===== src/rtl/fetch_pkg.sv =====
// -----------------------------------------------------------------------------
// fetch_pkg
//   Shared definitions for the instruction fetch unit: the fetch FSM state
//   encoding, the instruction word width and the sequential PC increment.
// -----------------------------------------------------------------------------
package fetch_pkg;

    typedef enum logic [1:0] {
        RESET_HOLD = 2'd0,
        FETCH      = 2'd1,
        FLUSH      = 2'd2
    } fetch_state_e;

    localparam int unsigned INST_W = 32;
    localparam int unsigned PC_INC = 4;

endpackage : fetch_pkg


===== src/rtl/fetch_unit_inst_queue.sv =====
// -----------------------------------------------------------------------------
// inst_queue
//   Small circular FIFO holding fetched instruction words and their PCs.
//   The head entry is read straight from the storage registers, so a word
//   written at edge N is visible from cycle N+1. Push and pop may happen in the
//   same cycle, including when full (count unchanged). flush_i empties the
//   queue and overrides push/pop in that cycle.
//
//   Ports
//     clk_i        clock, rising edge
//     rst_ni       asynchronous active-low reset
//     push_i       write wdata_i/wpc_i at the tail
//     pop_i        drop the head entry
//     flush_i      discard all entries
//     wdata_i      instruction word to write
//     wpc_i        PC of the word to write
//     count_o      number of valid entries
//     head_data_o  instruction word at the head
//     head_pc_o    PC at the head
//   DEPTH must be a power of two (2 or 4) so the pointers wrap naturally.
// -----------------------------------------------------------------------------
module inst_queue
    import fetch_pkg::*;
#(
    parameter int unsigned DEPTH = 2,
    parameter int unsigned PC_W  = 64
) (
    input  logic                     clk_i,
    input  logic                     rst_ni,
    input  logic                     push_i,
    input  logic                     pop_i,
    input  logic                     flush_i,
    input  logic [INST_W-1:0]        wdata_i,
    input  logic [PC_W-1:0]          wpc_i,
    output logic [$clog2(DEPTH):0]   count_o,
    output logic [INST_W-1:0]        head_data_o,
    output logic [PC_W-1:0]          head_pc_o
);

    localparam int unsigned PTR_W = $clog2(DEPTH);
    localparam int unsigned CNT_W = PTR_W + 1;

    logic [INST_W-1:0] data_q [DEPTH];
    logic [PC_W-1:0]   pc_q   [DEPTH];
    logic [PTR_W-1:0]  rd_ptr_q, rd_ptr_d;
    logic [PTR_W-1:0]  wr_ptr_q, wr_ptr_d;
    logic [CNT_W-1:0]  count_q,  count_d;
    logic              full, empty, do_push, do_pop;

    always_comb begin
        full    = (count_q == CNT_W'(DEPTH));
        empty   = (count_q == '0);
        do_pop  = pop_i && !empty;
        // A full queue still accepts a push when the head leaves in the same cycle.
        do_push = push_i && (!full || do_pop);

        rd_ptr_d = rd_ptr_q;
        wr_ptr_d = wr_ptr_q;
        count_d  = count_q;

        if (flush_i) begin
            rd_ptr_d = '0;
            wr_ptr_d = '0;
            count_d  = '0;
        end else begin
            if (do_push) wr_ptr_d = wr_ptr_q + PTR_W'(1);
            if (do_pop)  rd_ptr_d = rd_ptr_q + PTR_W'(1);
            case ({do_push, do_pop})
                2'b10:   count_d = count_q + CNT_W'(1);
                2'b01:   count_d = count_q - CNT_W'(1);
                default: count_d = count_q;
            endcase
        end
    end

    always_ff @(posedge clk_i or negedge rst_ni) begin
        if (!rst_ni) begin
            rd_ptr_q <= '0;
            wr_ptr_q <= '0;
            count_q  <= '0;
            for (int unsigned i = 0; i < DEPTH; i++) begin
                data_q[i] <= '0;
                pc_q[i]   <= '0;
            end
        end else begin
            rd_ptr_q <= rd_ptr_d;
            wr_ptr_q <= wr_ptr_d;
            count_q  <= count_d;
            if (do_push && !flush_i) begin
                data_q[wr_ptr_q] <= wdata_i;
                pc_q[wr_ptr_q]   <= wpc_i;
            end
        end
    end

    assign count_o     = count_q;
    assign head_data_o = data_q[rd_ptr_q];
    assign head_pc_o   = pc_q[rd_ptr_q];

endmodule : inst_queue


===== src/rtl/fetch_unit.sv =====
// -----------------------------------------------------------------------------
// fetch_unit
//   Instruction fetch front end. Issues sequential fetches from fetch_pc to a
//   fixed 1-cycle-latency instruction memory, buffers the returned words in
//   inst_queue and offers the queue head to decode with a valid/ready
//   handshake. A redirect from execute empties the queue, retargets fetch_pc
//   and spends one FLUSH cycle before fetching the target.
//
//   Parameters
//     XLEN      PC / address width
//     RESET_PC  first fetch address after reset
//     QDEPTH    instruction queue entries (2 or 4)
//
//   Ports
//     Clk             clock, rising edge
//     En              asynchronous active-low reset
//     imem_req        fetch request (accepted whenever asserted)
//     imem_addr       fetch address
//     imem_rvalid     response valid, one cycle after the request
//     imem_rdata      fetched instruction word
//     redirect_valid  taken branch/jump from execute
//     redirect_pc     branch target
//     inst_valid      instruction offered to decode
//     inst_ready      decode accepts
//     inst_data       instruction offered to decode
//     inst_pc         PC of inst_data
//
//   Optional build macro FETCH_PERF_EN adds:
//     fetch_count     number of instructions handed to decode (wraps)
//     bubble_count    cycles decode was ready but starved, outside RESET_HOLD
// -----------------------------------------------------------------------------
module fetch_unit
    import fetch_pkg::*;
#(
    parameter int unsigned     XLEN     = 64,
    parameter logic [XLEN-1:0] RESET_PC = '0,
    parameter int unsigned     QDEPTH   = 2
) (
    input  logic              Clk,
    input  logic              En,
    output logic              imem_req,
    output logic [XLEN-1:0]   imem_addr,
    input  logic              imem_rvalid,
    input  logic [INST_W-1:0] imem_rdata,
    input  logic              redirect_valid,
    input  logic [XLEN-1:0]   redirect_pc,
    output logic              inst_valid,
    input  logic              inst_ready,
    output logic [INST_W-1:0] inst_data,
    output logic [XLEN-1:0]   inst_pc
`ifdef FETCH_PERF_EN
    ,
    output logic [31:0]       fetch_count,
    output logic [31:0]       bubble_count
`endif
);

    fetch_state_e           state_q, state_d;
    logic [XLEN-1:0]        fetch_pc_q, fetch_pc_d;
    logic [XLEN-1:0]        req_pc_q, req_pc_d;
    logic                   outst_q, outst_d;
    logic                   kill_q, kill_d;
    logic [$clog2(QDEPTH):0] q_count;
    logic                   redir, issue, push, pop;
    int unsigned            credit;

    always_comb begin
        // Redirects are only honoured while fetching; they pre-empt every
        // other queue/issue action in the same cycle.
        redir      = redirect_valid && (state_q == FETCH);
        credit     = 32'(q_count) + 32'(outst_q);
        issue      = (state_q == FETCH) && !redir && (credit < QDEPTH);
        inst_valid = (state_q != FLUSH) && (q_count != '0);
        pop        = inst_valid && inst_ready && !redir;
        push       = imem_rvalid && outst_q && !kill_q && !redir;

        state_d    = state_q;
        fetch_pc_d = fetch_pc_q;
        req_pc_d   = req_pc_q;
        outst_d    = outst_q;
        kill_d     = kill_q;

        case (state_q)
            RESET_HOLD: state_d = FETCH;
            FETCH:      if (redir) state_d = FLUSH;
            FLUSH:      state_d = FETCH;
            default:    state_d = RESET_HOLD;
        endcase

        if (redir) begin
            fetch_pc_d = redirect_pc;
            // A response still pending past this edge belongs to the old
            // path; it stays outstanding but is dropped on arrival.
            kill_d     = outst_q && !imem_rvalid;
            outst_d    = outst_q && !imem_rvalid;
        end else begin
            if (imem_rvalid && outst_q) begin
                outst_d = 1'b0;
                kill_d  = 1'b0;
            end
            if (issue) begin
                outst_d    = 1'b1;
                req_pc_d   = fetch_pc_q;
                fetch_pc_d = fetch_pc_q + XLEN'(PC_INC);
            end
        end
    end

    always_ff @(posedge Clk or negedge En) begin
        if (!En) begin
            state_q    <= RESET_HOLD;
            fetch_pc_q <= RESET_PC;
            req_pc_q   <= '0;
            outst_q    <= 1'b0;
            kill_q     <= 1'b0;
        end else begin
            state_q    <= state_d;
            fetch_pc_q <= fetch_pc_d;
            req_pc_q   <= req_pc_d;
            outst_q    <= outst_d;
            kill_q     <= kill_d;
        end
    end

    assign imem_req  = issue;
    assign imem_addr = fetch_pc_q;

    inst_queue #(
        .DEPTH (QDEPTH),
        .PC_W  (XLEN)
    ) u_queue (
        .clk_i       (Clk),
        .rst_ni      (En),
        .push_i      (push),
        .pop_i       (pop),
        .flush_i     (redir),
        .wdata_i     (imem_rdata),
        .wpc_i       (req_pc_q),
        .count_o     (q_count),
        .head_data_o (inst_data),
        .head_pc_o   (inst_pc)
    );

`ifdef FETCH_PERF_EN
    logic [31:0] fetch_count_q, bubble_count_q;

    always_ff @(posedge Clk or negedge En) begin
        if (!En) begin
            fetch_count_q  <= '0;
            bubble_count_q <= '0;
        end else begin
            if (pop) fetch_count_q <= fetch_count_q + 32'd1;
            if (inst_ready && !inst_valid && (state_q != RESET_HOLD))
                bubble_count_q <= bubble_count_q + 32'd1;
        end
    end

    assign fetch_count  = fetch_count_q;
    assign bubble_count = bubble_count_q;
`endif

endmodule : fetch_unit


===== config.mk =====
export PLATFORM = sky130hd
export DESIGN_NAME = fetch_unit
export DESIGN_NICKNAME = d
export VERILOG_FILES = /design/src/rtl/fetch_pkg.sv /design/src/rtl/fetch_unit_inst_queue.sv /design/src/rtl/fetch_unit.sv
export SDC_FILE = /design/constraint.sdc
export NUM_CORES = 1
export LEC_CHECK = 0
export ABC_AREA = 1
export BUFFER_PORTS_ARGS = -buffer_cell sky130_fd_sc_hd__buf_2
export CAP_MARGIN = 20
export CORE_MARGIN = 2
export CORE_UTILIZATION = 37
export DETAILED_ROUTE_END_ITERATION = 8
export GPL_TIMING_DRIVEN = 1
export SLEW_MARGIN = 15
export SYNTH_ARGS = -nofsm -noshare
export SYNTH_HDL_FRONTEND = slang
export SYNTH_SLANG_ARGS = --single-unit

===== constraint.sdc =====
create_clock -name Clk -period 2 [get_ports Clk]
set_input_delay 0.1 -clock Clk [delete_from_list [all_inputs] [get_ports Clk]]
set_output_delay 0.1 -clock Clk [all_outputs]
set_load 0.03 [all_outputs]

==> results of run 1 <==
==> through the flow <==
stage | hold slack [ps] | util, % | area (um2)
after floorplan | -196 | - | 16200
after global routing | 147 | 49.2 | 21200
after global placement | 106 | 43.4 | 18700
after detailed placement | 109 | 43.4 | 18700
after CTS | 116 | 48.7 | 21000
final | 117 | 49.2 | 21200
==> flip-flops by register name, summed over array words and instances (netlist names) <==
signal            cells
imem_addr            64
kill_q                1
outst_q               1
req_pc_q             64
state_q               2
u_queue.count_o       2
u_queue.data_q       64
u_queue.pc_q        128
u_queue.rd_ptr_q      1
u_queue.wr_ptr_q      1
==> cells by family (layout without fill, tap and decap cells) <==
| group | Yosys count | in the layout |
|---|---|---|
| flip-flops | 328 | 328 |
| multiplexers | 96 | 96 |
| AND/OR/NAND/NOR | 868 | 869 |
| buffers and inverters | 305 | 744 |
| adder cells (fa/ha/maj) | 1 | 1 |
| XOR/XNOR | 6 | 6 |
| AO/OA/AOI/OAI | 337 | 337 |
==> path summary, 6_finish.rpt <==
check                                                  start                        endpoint  slack (ps)
worst min register to register  u_queue.pc_q[93]$_DFFE_PN0P_    u_queue.pc_q[93]$_DFFE_PN0P_         480
worst min-delay path                                      En    u_queue.pc_q[74]$_DFFE_PN0P_         120
worst max-delay path            u_queue.rd_ptr_q$_DFFE_PN0P_                     inst_pc[14]          -4
worst max register to register     imem_addr[23]$_DFFE_PN0P_       imem_addr[55]$_DFFE_PN0P_          60
min in group Clk                             redirect_pc[11]       imem_addr[11]$_DFFE_PN0P_         310
max in group asynchronous                                 En  u_queue.data_q[34]$_DFFE_PN0P_        1090
==> repair_timing <==
action	CTS	global route
endpoints found under the setup margin	54	198
hold buffers	100	0
gates cloned	0	7
gates resized for setup	17	23
setup buffers	0	0
endpoints found under the hold margin	404	0
pin swaps	0	1
==> Yosys cell counts (7+ instances only) <==
cell and number:
nand4_1 17, nand2_1 562, o21ai_1 10, buf_6 19, inv_1 214, nor2_1 158, clkbuf_1 55, a21oi_1 15
o211ai_1 15, buf_2 7, dfrtp_1 328, o21ai_2 80, o21ai_0 201, mux2_2 96, nand2_2 16, nand3_1 99
==> cell type report <==
cell class | count | area [um2]
fillers | 4177 | 21900
multi-input cells | 1309 | 6810
inverters | 217 | 818
repair buffers | 461 | 3420
clock inverters | 10 | 124
clock buffers | 56 | 1110
well taps | 585 | 732
flip-flops and latches | 328 | 8220
==> placed cells by master (no fill, tap or decap), drive strengths merged <==
| master | Yosys | layout |
|---|---|---|
| clkinv | 1 | 3 |
| a22oi | 6 | 6 |
| clkinvlp | 0 | 2 |
| nand4 | 17 | 17 |
| buf | 32 | 358 |
| xor2 | 4 | 4 |
| a21oi | 15 | 15 |
| mux2 | 96 | 96 |
| o211ai | 15 | 15 |
| dlygate4sd3 | 0 | 100 |
| bufinv | 0 | 2 |
| nor2 | 162 | 162 |
| ha | 1 | 1 |
| clkbuf | 56 | 59 |
| nand3 | 103 | 103 |
| o21bai | 3 | 3 |
| nand2 | 578 | 578 |
| o21ai | 291 | 291 |
| a221oi | 1 | 1 |
| or2 | 2 | 3 |
| nor3 | 6 | 6 |
| dfrtp | 328 | 328 |
| o22ai | 5 | 5 |
| xnor2 | 2 | 2 |
| inv | 216 | 220 |
| a211oi | 1 | 1 |
==> layer usage <==
layer | track usage, % | wire (um) | vias to the layer above
met4 | 8.76 | 1910 | 0
met2 | 35.7 | 24000 | 446
met5 | 0 | 0 | -
met3 | 3.72 | 3180 | 92
met1 | 31.2 | 24300 | 6964
li1 | - | - | 7078
==> power groups by stage <==
stage                     registers (W)  clock network [W]  logic, W
after floorplan                  0.0115                  0   0.00791
after global placement           0.0109                  0    0.0129
after detailed placement         0.0110                  0    0.0131
after CTS                        0.0109            0.00707    0.0135
after global routing             0.0113            0.00733    0.0147
final                            0.0110            0.00691    0.0136
==> flow_summary.json, run 1 <==
{
  "dp_hpwl_um": 37600,
  "row_count": 76,
  "reg2reg_depth": 9,
  "crit_type": "flop to output port",
  "cts_made_buffers": 37,
  "setup_viol": 1,
  "syn_area_um2": 16200,
  "critPathMaxStageDelay_ps": 450,
  "dieArea_um2": 45600,
  "fin_ws_ps": -3.88,
  "power_density_nw_per_um2": 1480,
  "tns_ps": -3.88,
  "synth_top_family_by_area": "simple AND/OR/NAND/NOR gates",
  "timing.final.crit_share_pct": 100,
  "clk_latency_ps": 550,
  "yosys.area_share.adder_pct": 0.0771,
  "min_period_ps": 2000,
  "crit_slowest_cell": "dfrtp_4",
  "cap_violations": 0,
  "ys_seq_area_share_pct": 50.6,
  "hold_violations": 0,
  "grt_pass1_vias": 14200,
  "synthCells": 1941,
  "yosys_warnings": 0,
  "insertedDiodeCount": 0,
  "initial_core_util_pct": 37.6,
  "timing.fmax_mhz": 499,
  "yosysTopAreaCellShare_pct": 50.6,
  "crit_arrival_ps": 1900,
  "crit_cells": 3,
  "cp-end-kind": "output port",
  "io_buffers": 262,
  "synth_compound_area_share_pct": 12.7,
  "clock_skew_ps": 11.6,
  "syn_nets": 2043,
  "cts.clk_slew.worst_paths_ps": 60,
  "internal_power_w": 0.0179,
  "worstMarginPinSlew_ps": 572,
  "dieWidth_um": 213,
  "startpoint_type": "flop",
  "p_seq_share_pct": 34.9,
  "dp_cells": 2793,
  "h-tree-depth": 2,
  "grt_max_degree": 77,
  "dp_worst_setup_slack_ps": 102,
  "clock_sinks": 328,
  "p_total_w": 0.0315,
  "synth_xor_area_share_pct": 0.324,
  "stdcell_count": 2966,
  "die_h_um": 213,
  "routed_wl_um": 53400,
  "viasPerCell": 4.92,
  "grt_pass1_wl_um": 79000,
  "drcViolationCount": 0,
  "gr-total-overflow": 0,
  "synthTopCellsByArea": "dfrtp_1 51%, nand2_1 13%, mux2_2 6.7%",
  "critPathTopFamily": "buffers and inverters",
  "path_cells": "buf_16 -> mux2_2 -> buf_2",
  "syn_avg_cell_area_um2": 8.36,
  "cts_tree": "done",
  "peakVddDrop_v": 0.000897,
  "wl_per_cell_um": 18.0,
  "synthSimpleGateAreaFrac_pct": 21.7,
  "num_vias": 14600,
  "ios": 263,
  "violations": "negative setup slack",
  "cp.required_ps": 1900,
  "timing.critical_path.buf_inv": 2,
  "synth_top_cell_by_area": "dfrtp_1",
  "power_switching_w": 0.0135,
  "coreArea_um2": 43200,
  "first_pass_iters": 5,
  "hold_class": "primary input to asynchronous set/reset pin",
  "initialDrtViolationCount": 1081,
  "synth-seq-cells": 328,
  "nNetsFinal": 2456,
  "area_growth_pct": 30.7,
  "synth_edf_count": 0,
  "clockPowerShare_pct": 22.0,
  "antenna_found_initial": 0,
  "switching_share_pct": 43.0,
  "synth-main-ff-cell": "dfrtp_1",
  "drive_gt1_share_pct": 27.1,
  "relSlewSlack_pct": 61.9,
  "antenna_left": 0,
  "p_leak_nw": 10.6,
  "place_congestion": 0.994,
  "slew_viol_final": 0,
  "status": "finished with violations",
  "combPwrFrac_pct": 43.1,
  "async_reset_ff_share_pct": 100,
  "rsz0062_at_grt": "yes",
  "clk_path_buf_depth": 3,
  "path_max_fanout": 54,
  "grtUsageTotal_pct": 22.6,
  "synth_cell_types": 35,
  "root_buffer": "clkbuf_16",
  "muxShareOfSynthArea_pct": 6.66
}
Power figures use the tool's default switching activity.
==> inputs of run 2 (changes only) <==
--- a/config.mk
+++ b/config.mk
@@ -8,6 +8,7 @@
 export ABC_AREA = 1
 export BUFFER_PORTS_ARGS = -buffer_cell sky130_fd_sc_hd__buf_2
 export CAP_MARGIN = 20
+export CORE_ASPECT_RATIO = 0.75
 export CORE_MARGIN = 2
 export CORE_UTILIZATION = 37
 export DETAILED_ROUTE_END_ITERATION = 8
==> flow_summary.json, run 2 (synthesized netlist as in run 1, its figures left out) <==
{
  "status": "finished with violations",
  "violations": "negative setup slack",
  "hold_class": "primary input to asynchronous set/reset pin",
  "viasPerCell": 4.98,
  "critPathTopFamily": "flip-flops",
  "hold_violations": 0,
  "seq_area_um2": 8220,
  "dp_hpwl_um": 37800,
  "combPwrFrac_pct": 42.0,
  "root_buffer": "clkbuf_16",
  "initial_core_util_pct": 37.4,
  "stdcell_count": 2927,
  "grtUsageTotal_pct": 23.2,
  "row_count": 66,
  "crit_cells": 3,
  "multi_input_area_um2": 6820,
  "placement.cell_area_um2": 18500,
  "insertedDiodeCount": 0,
  "rsz0062_at_grt": "yes",
  "grt_max_degree": 108,
  "gr-total-overflow": 0,
  "power_density_nw_per_um2": 1500,
  "clockPowerShare_pct": 22.5,
  "drcViolationCount": 0,
  "clock_sinks": 328,
  "h-tree-depth": 2,
  "layout_commonest_cell": "nand2_1",
  "relSlewSlack_pct": 62.1,
  "timing.critical_path.buf_inv": 2,
  "timing.final.crit_share_pct": 100,
  "internal_power_w": 0.0179,
  "layout_common_cells": "561 x nand2_1, 319 x dfrtp_1, 260 x buf_2",
  "num_vias": 14600,
  "initialDrtViolationCount": 1189,
  "dr_wl_met3_um": 4190,
  "fillers": 4166,
  "clock_skew_ps": 14.0,
  "slew_viol_final": 0,
  "cp.required_ps": 1900,
  "wl_per_cell_um": 18.2,
  "largest_reg_flops": 128,
  "met1_length_um": 24300,
  "fin_ws_ps": -5.50,
  "critPathMaxStageDelay_ps": 540,
  "timing.fmax_mhz": 499,
  "fin_hold_ws_ps": 54.0,
  "routed_wl_um": 53300,
  "min_period_ps": 2010,
  "dieArea_um2": 45600,
  "p_seq_share_pct": 35.5,
  "switching_share_pct": 42.9,
  "power_switching_w": 0.0135,
  "reg2reg_depth": 9,
  "worstMarginPinSlew_ps": 568,
  "crit_arrival_ps": 1910,
  "wl_met2_um": 23700,
  "setup_viol": 1,
  "p_leak_nw": 10.5,
  "route.top_layer_used": "met5",
  "p_total_w": 0.0314,
  "area_growth_pct": 29.0,
  "path_cells": "buf_12 -> mux2_2 -> buf_2",
  "io_buffers": 262,
  "ios": 263,
  "dieWidth_um": 246,
  "crit_type": "flop to output port",
  "place_congestion": 0.954,
  "grt_pass1_vias": 14100,
  "dp_cells": 2758,
  "nNetsFinal": 2426,
  "clk_path_buf_depth": 3,
  "clk_latency_ps": 540,
  "startpoint_type": "flop",
  "peakVddDrop_v": 0.000871,
  "cp-end-kind": "output port",
  "antenna_found_initial": 1,
  "cts_tree": "done",
  "cts.clk_slew.worst_paths_ps": 60,
  "final_area_um2": 21000,
  "cts_made_buffers": 36,
  "antenna_left": 0,
  "path_max_fanout": 29,
  "regMostFlops": "u_queue.pc_q",
  "crit_slowest_cell": "dfrtp_4",
  "first_pass_iters": 5,
  "coreArea_um2": 43400,
  "die_h_um": 185,
  "cap_violations": 0,
  "grt_pass1_wl_um": 81200,
  "drive_gt1_share_pct": 26.6
}
-- run 2: changes by cell type in the layout (fill, tap and decap cells not counted), moves of 11 or more --
cell | before | now
nor2_1 | 151 | 139
nor2_2 | 9 | 20
buf_2 | 248 | 260
buf_4 | 88 | 52
-- run 2: path summary, 6_finish.rpt --
check	slack, ps	start	endpoint
setup / recovery	-6	u_queue.rd_ptr_q$_DFFE_PN0P_	inst_pc[15]
hold / removal	50	En	imem_addr[60]$_DFFE_PN0P_
setup reg to reg	70	imem_addr[2]$_DFFE_PN0P_	imem_addr[20]$_DFFE_PN0P_
hold reg to reg	480	u_queue.data_q[59]$_DFFE_PN0P_	u_queue.data_q[59]$_DFFE_PN0P_
max in group asynchronous	1220	En	imem_addr[18]$_DFFE_PN0P_
min in group Clk	300	redirect_pc[0]	imem_addr[0]$_DFFE_PN0P_
-- run 2: power groups by stage --
stage          clock network [W]  registers (W)  logic, W
2_1_floorplan                  0         0.0115   0.00791
3_3_place_gp                   0         0.0111    0.0126
3_5_place_dp                   0         0.0112    0.0128
4_1_cts                  0.00722         0.0111    0.0131
5_1_grt                  0.00750         0.0114    0.0143
6_report                 0.00706         0.0111    0.0132
-- run 2: final cells by class --
| class | count | share of cell area (%) |
|---|---|---|
| tap | 578 | 3.45 |
| clock inverter | 8 | 0.741 |
| clock buffer | 55 | 5.23 |
| sequential | 328 | 39.2 |
| multi-input combinational | 1308 | 32.5 |
| inverter | 217 | 3.91 |
| timing repair buffer | 433 | 14.9 |
-- run 2: worst register-to-register path: stages, from the launching register on --
cell and delay (ps):
dfrtp_2 360, ha_1 160, inv_1 60, nor2_1 140, nand2_1 170, nor2_2 210, buf_4 170, nand4_1 200
o21ai_0 260, nand2_1 70
-- run 2: metrics by stage --
step	util, %	setup WS (ps)	TNS, ps
5_1_grt	48.3	-49.5	-893
6_report	48.3	-5.50	-5.50
3_5_place_dp	42.7	57.9	0
2_1_floorplan	-	84.7	0
3_3_place_gp	42.7	78.5	0
4_1_cts	47.9	4.26	0
-- run 2: repair_timing --
item | in CTS | in global routing
endpoints found under the hold margin | 460 | 0
hold buffers | 100 | 0
cloned | 0 | 2
buffers inserted | 2 | 2
setup endpoints to repair | 81 | 101
resized for setup | 2 | 36
-- run 2: metal layers --
layer	global-route usage, %	up-vias
met5	1.09	-
met1	33.2	6997
met3	5.26	68
met4	5.67	2
met2	35.2	498
li1	-	7000
==> inputs of run 3 (changes only) <==
--- a/config.mk
+++ b/config.mk
@@ -10,7 +10,7 @@
 export CAP_MARGIN = 20
 export CORE_ASPECT_RATIO = 0.75
 export CORE_MARGIN = 2
-export CORE_UTILIZATION = 37
+export CORE_UTILIZATION = 34
 export DETAILED_ROUTE_END_ITERATION = 8
 export GPL_TIMING_DRIVEN = 1
 export SLEW_MARGIN = 15
==> flow_summary.json, run 3 (synthesized netlist as in run 1, its figures left out) <==
{
  "die_h_um": 193,
  "slew_viol_final": 0,
  "grt_pass1_vias": 14500,
  "seq_area_um2": 8220,
  "root_buffer": "clkbuf_16",
  "crit_type": "flop to output port",
  "cts.clk_slew.worst_paths_ps": 60,
  "relSlewSlack_pct": 54.0,
  "wl_per_cell_um": 18.6,
  "antenna_left": 0,
  "final_area_um2": 21600,
  "antenna_found_initial": 0,
  "cp.required_ps": 1900,
  "clk_latency_ps": 550,
  "drcViolationCount": 0,
  "crit_slowest_cell": "dfrtp_4",
  "dp_hpwl_um": 39300,
  "first_pass_iters": 5,
  "crit_cells": 4,
  "crit_arrival_ps": 1860,
  "clk_path_buf_depth": 3,
  "clock_sinks": 328,
  "insertedDiodeCount": 0,
  "timing.fmax_mhz": 510,
  "row_count": 69,
  "area_growth_pct": 32.9,
  "p_leak_nw": 10.7,
  "routed_wl_um": 56300,
  "nNetsFinal": 2455,
  "dp_worst_setup_slack_ps": 21.5,
  "cts_made_buffers": 38,
  "grt_use_met2_pct": 32.8,
  "hold_violations": 0,
  "reg2reg_depth": 8,
  "rsz0062_at_grt": "yes",
  "critPathMaxStageDelay_ps": 440,
  "io_buffers": 262,
  "ios": 263,
  "grt_use_met3_pct": 4.32,
  "initial_core_util_pct": 34.4,
  "fillers": 4601,
  "min_period_ps": 1960,
  "largest_reg_flops": 128,
  "grt.busiest_layer": "met2",
  "hold_depth": 4,
  "status": "complete, no violations",
  "multi_input_area_um2": 6860,
  "critPathTopFamily": "buffers and inverters",
  "hold_class": "primary input to flop",
  "gr-total-overflow": 0,
  "grt_pass1_wl_um": 83600,
  "startpoint_type": "flop",
  "peakVddDrop_v": 0.000734,
  "met1_usage_pct": 31.8,
  "cp-end-kind": "output port",
  "dieWidth_um": 256,
  "layout_common_cells": "560 x nand2_1, 317 x dfrtp_1, 236 x buf_2",
  "worstMarginPinSlew_ps": 690,
  "coreArea_um2": 47200,
  "place_congestion": 0.969,
  "cap_violations": 0,
  "h-tree-depth": 2,
  "timing.final.crit_share_pct": 98.0,
  "timing.critical_path.buf_inv": 3,
  "grtUsageTotal_pct": 21.7,
  "fin_ws_ps": 39.0,
  "viasPerCell": 4.89,
  "power_density_nw_per_um2": 1500,
  "regMostFlops": "u_queue.pc_q",
  "layout_commonest_cell": "nand2_1",
  "path_cells": "buf_12 -> buf_16 -> mux2_2 -> buf_2",
  "dieArea_um2": 49500,
  "cts_tree": "done",
  "path_max_fanout": 21,
  "placement.cell_area_um2": 18700,
  "drive_gt1_share_pct": 27.8,
  "num_vias": 14800,
  "setup_viol": 0,
  "initialDrtViolationCount": 1341,
  "grt_max_degree": 107,
  "clock_skew_ps": 22.6
}
run 3: where the power goes:
part | switching [W] | internal, W | total (W) | leakage, nW
combinational | 0.00910 | 0.00519 | 0.0143 | 5.86
sequential | 0.00193 | 0.00913 | 0.0111 | 4.22
clock | 0.00286 | 0.00412 | 0.00699 | 0.618
run 3: cell type report:
class | instances | share of cell area (%)
Clock buffer | 54 | 5.10
Clock inverter | 14 | 0.731
Inverter | 217 | 3.79
Multi-Input combinational cell | 1309 | 31.8
Sequential cell | 328 | 38.1
Tap cell | 639 | 3.71
Timing Repair Buffer | 459 | 16.8
run 3: worst reg2reg max path: stages, from the launching register on:
cell and delay (ps):
dfrtp_1 430, nor2_1 230, nor2_4 70, nand3_4 80, nand3_2 110, nand2_1 140, or2_4 300, buf_8 330
o21ai_1 100
run 3: worst paths after layout:
check                           slack, ps                             end                          from
max in group asynchronous            1020    u_queue.rd_ptr_q$_DFFE_PN0P_                            En
worst max-delay path                   40                   inst_data[18]  u_queue.rd_ptr_q$_DFFE_PN0P_
worst max register to register         80  u_queue.data_q[35]$_DFFE_PN0P_        state_q[0]$_DFFE_PN0P_
min in group asynchronous             140    u_queue.pc_q[16]$_DFFE_PN0P_                            En
worst min-delay path                   90       imem_addr[32]$_DFFE_PN0P_               redirect_pc[32]
worst min register to register        480    u_queue.pc_q[71]$_DFFE_PN0P_  u_queue.pc_q[71]$_DFFE_PN0P_
run 3: what timing repair did:
item,in CTS,in global routing
cloned,2,11
setup buffers,4,2
endpoints found under the hold margin,327,0
pin swaps,0,2
hold buffers,99,0
setup endpoints to repair,87,157
gates resized for setup,56,49
run 3: through the flow:
step | hold WS, ps | std cells | TNS (ps) | util [%] | total power, W
3_5_place_dp | 129 | 2834 | 0 | 39.6 | 0.0243
2_1_floorplan | -196 | 1941 | 0 | - | 0.0194
6_report | 93.4 | 3020 | 0 | 45.7 | 0.0323
3_3_place_gp | 123 | 2834 | 0 | 39.6 | 0.0240
5_1_grt | 106 | 3020 | -871 | 45.7 | 0.0343
4_1_cts | 47.9 | 3007 | -6.64 | 44.9 | 0.0321
run 3: metal layers:
layer / wire length (um) / up-vias
li1: - / 7087
met1: 26600 / 7124
met2: 24600 / 507
met3: 4070 / 58
met4: 1010 / 0
met5: 0 / -
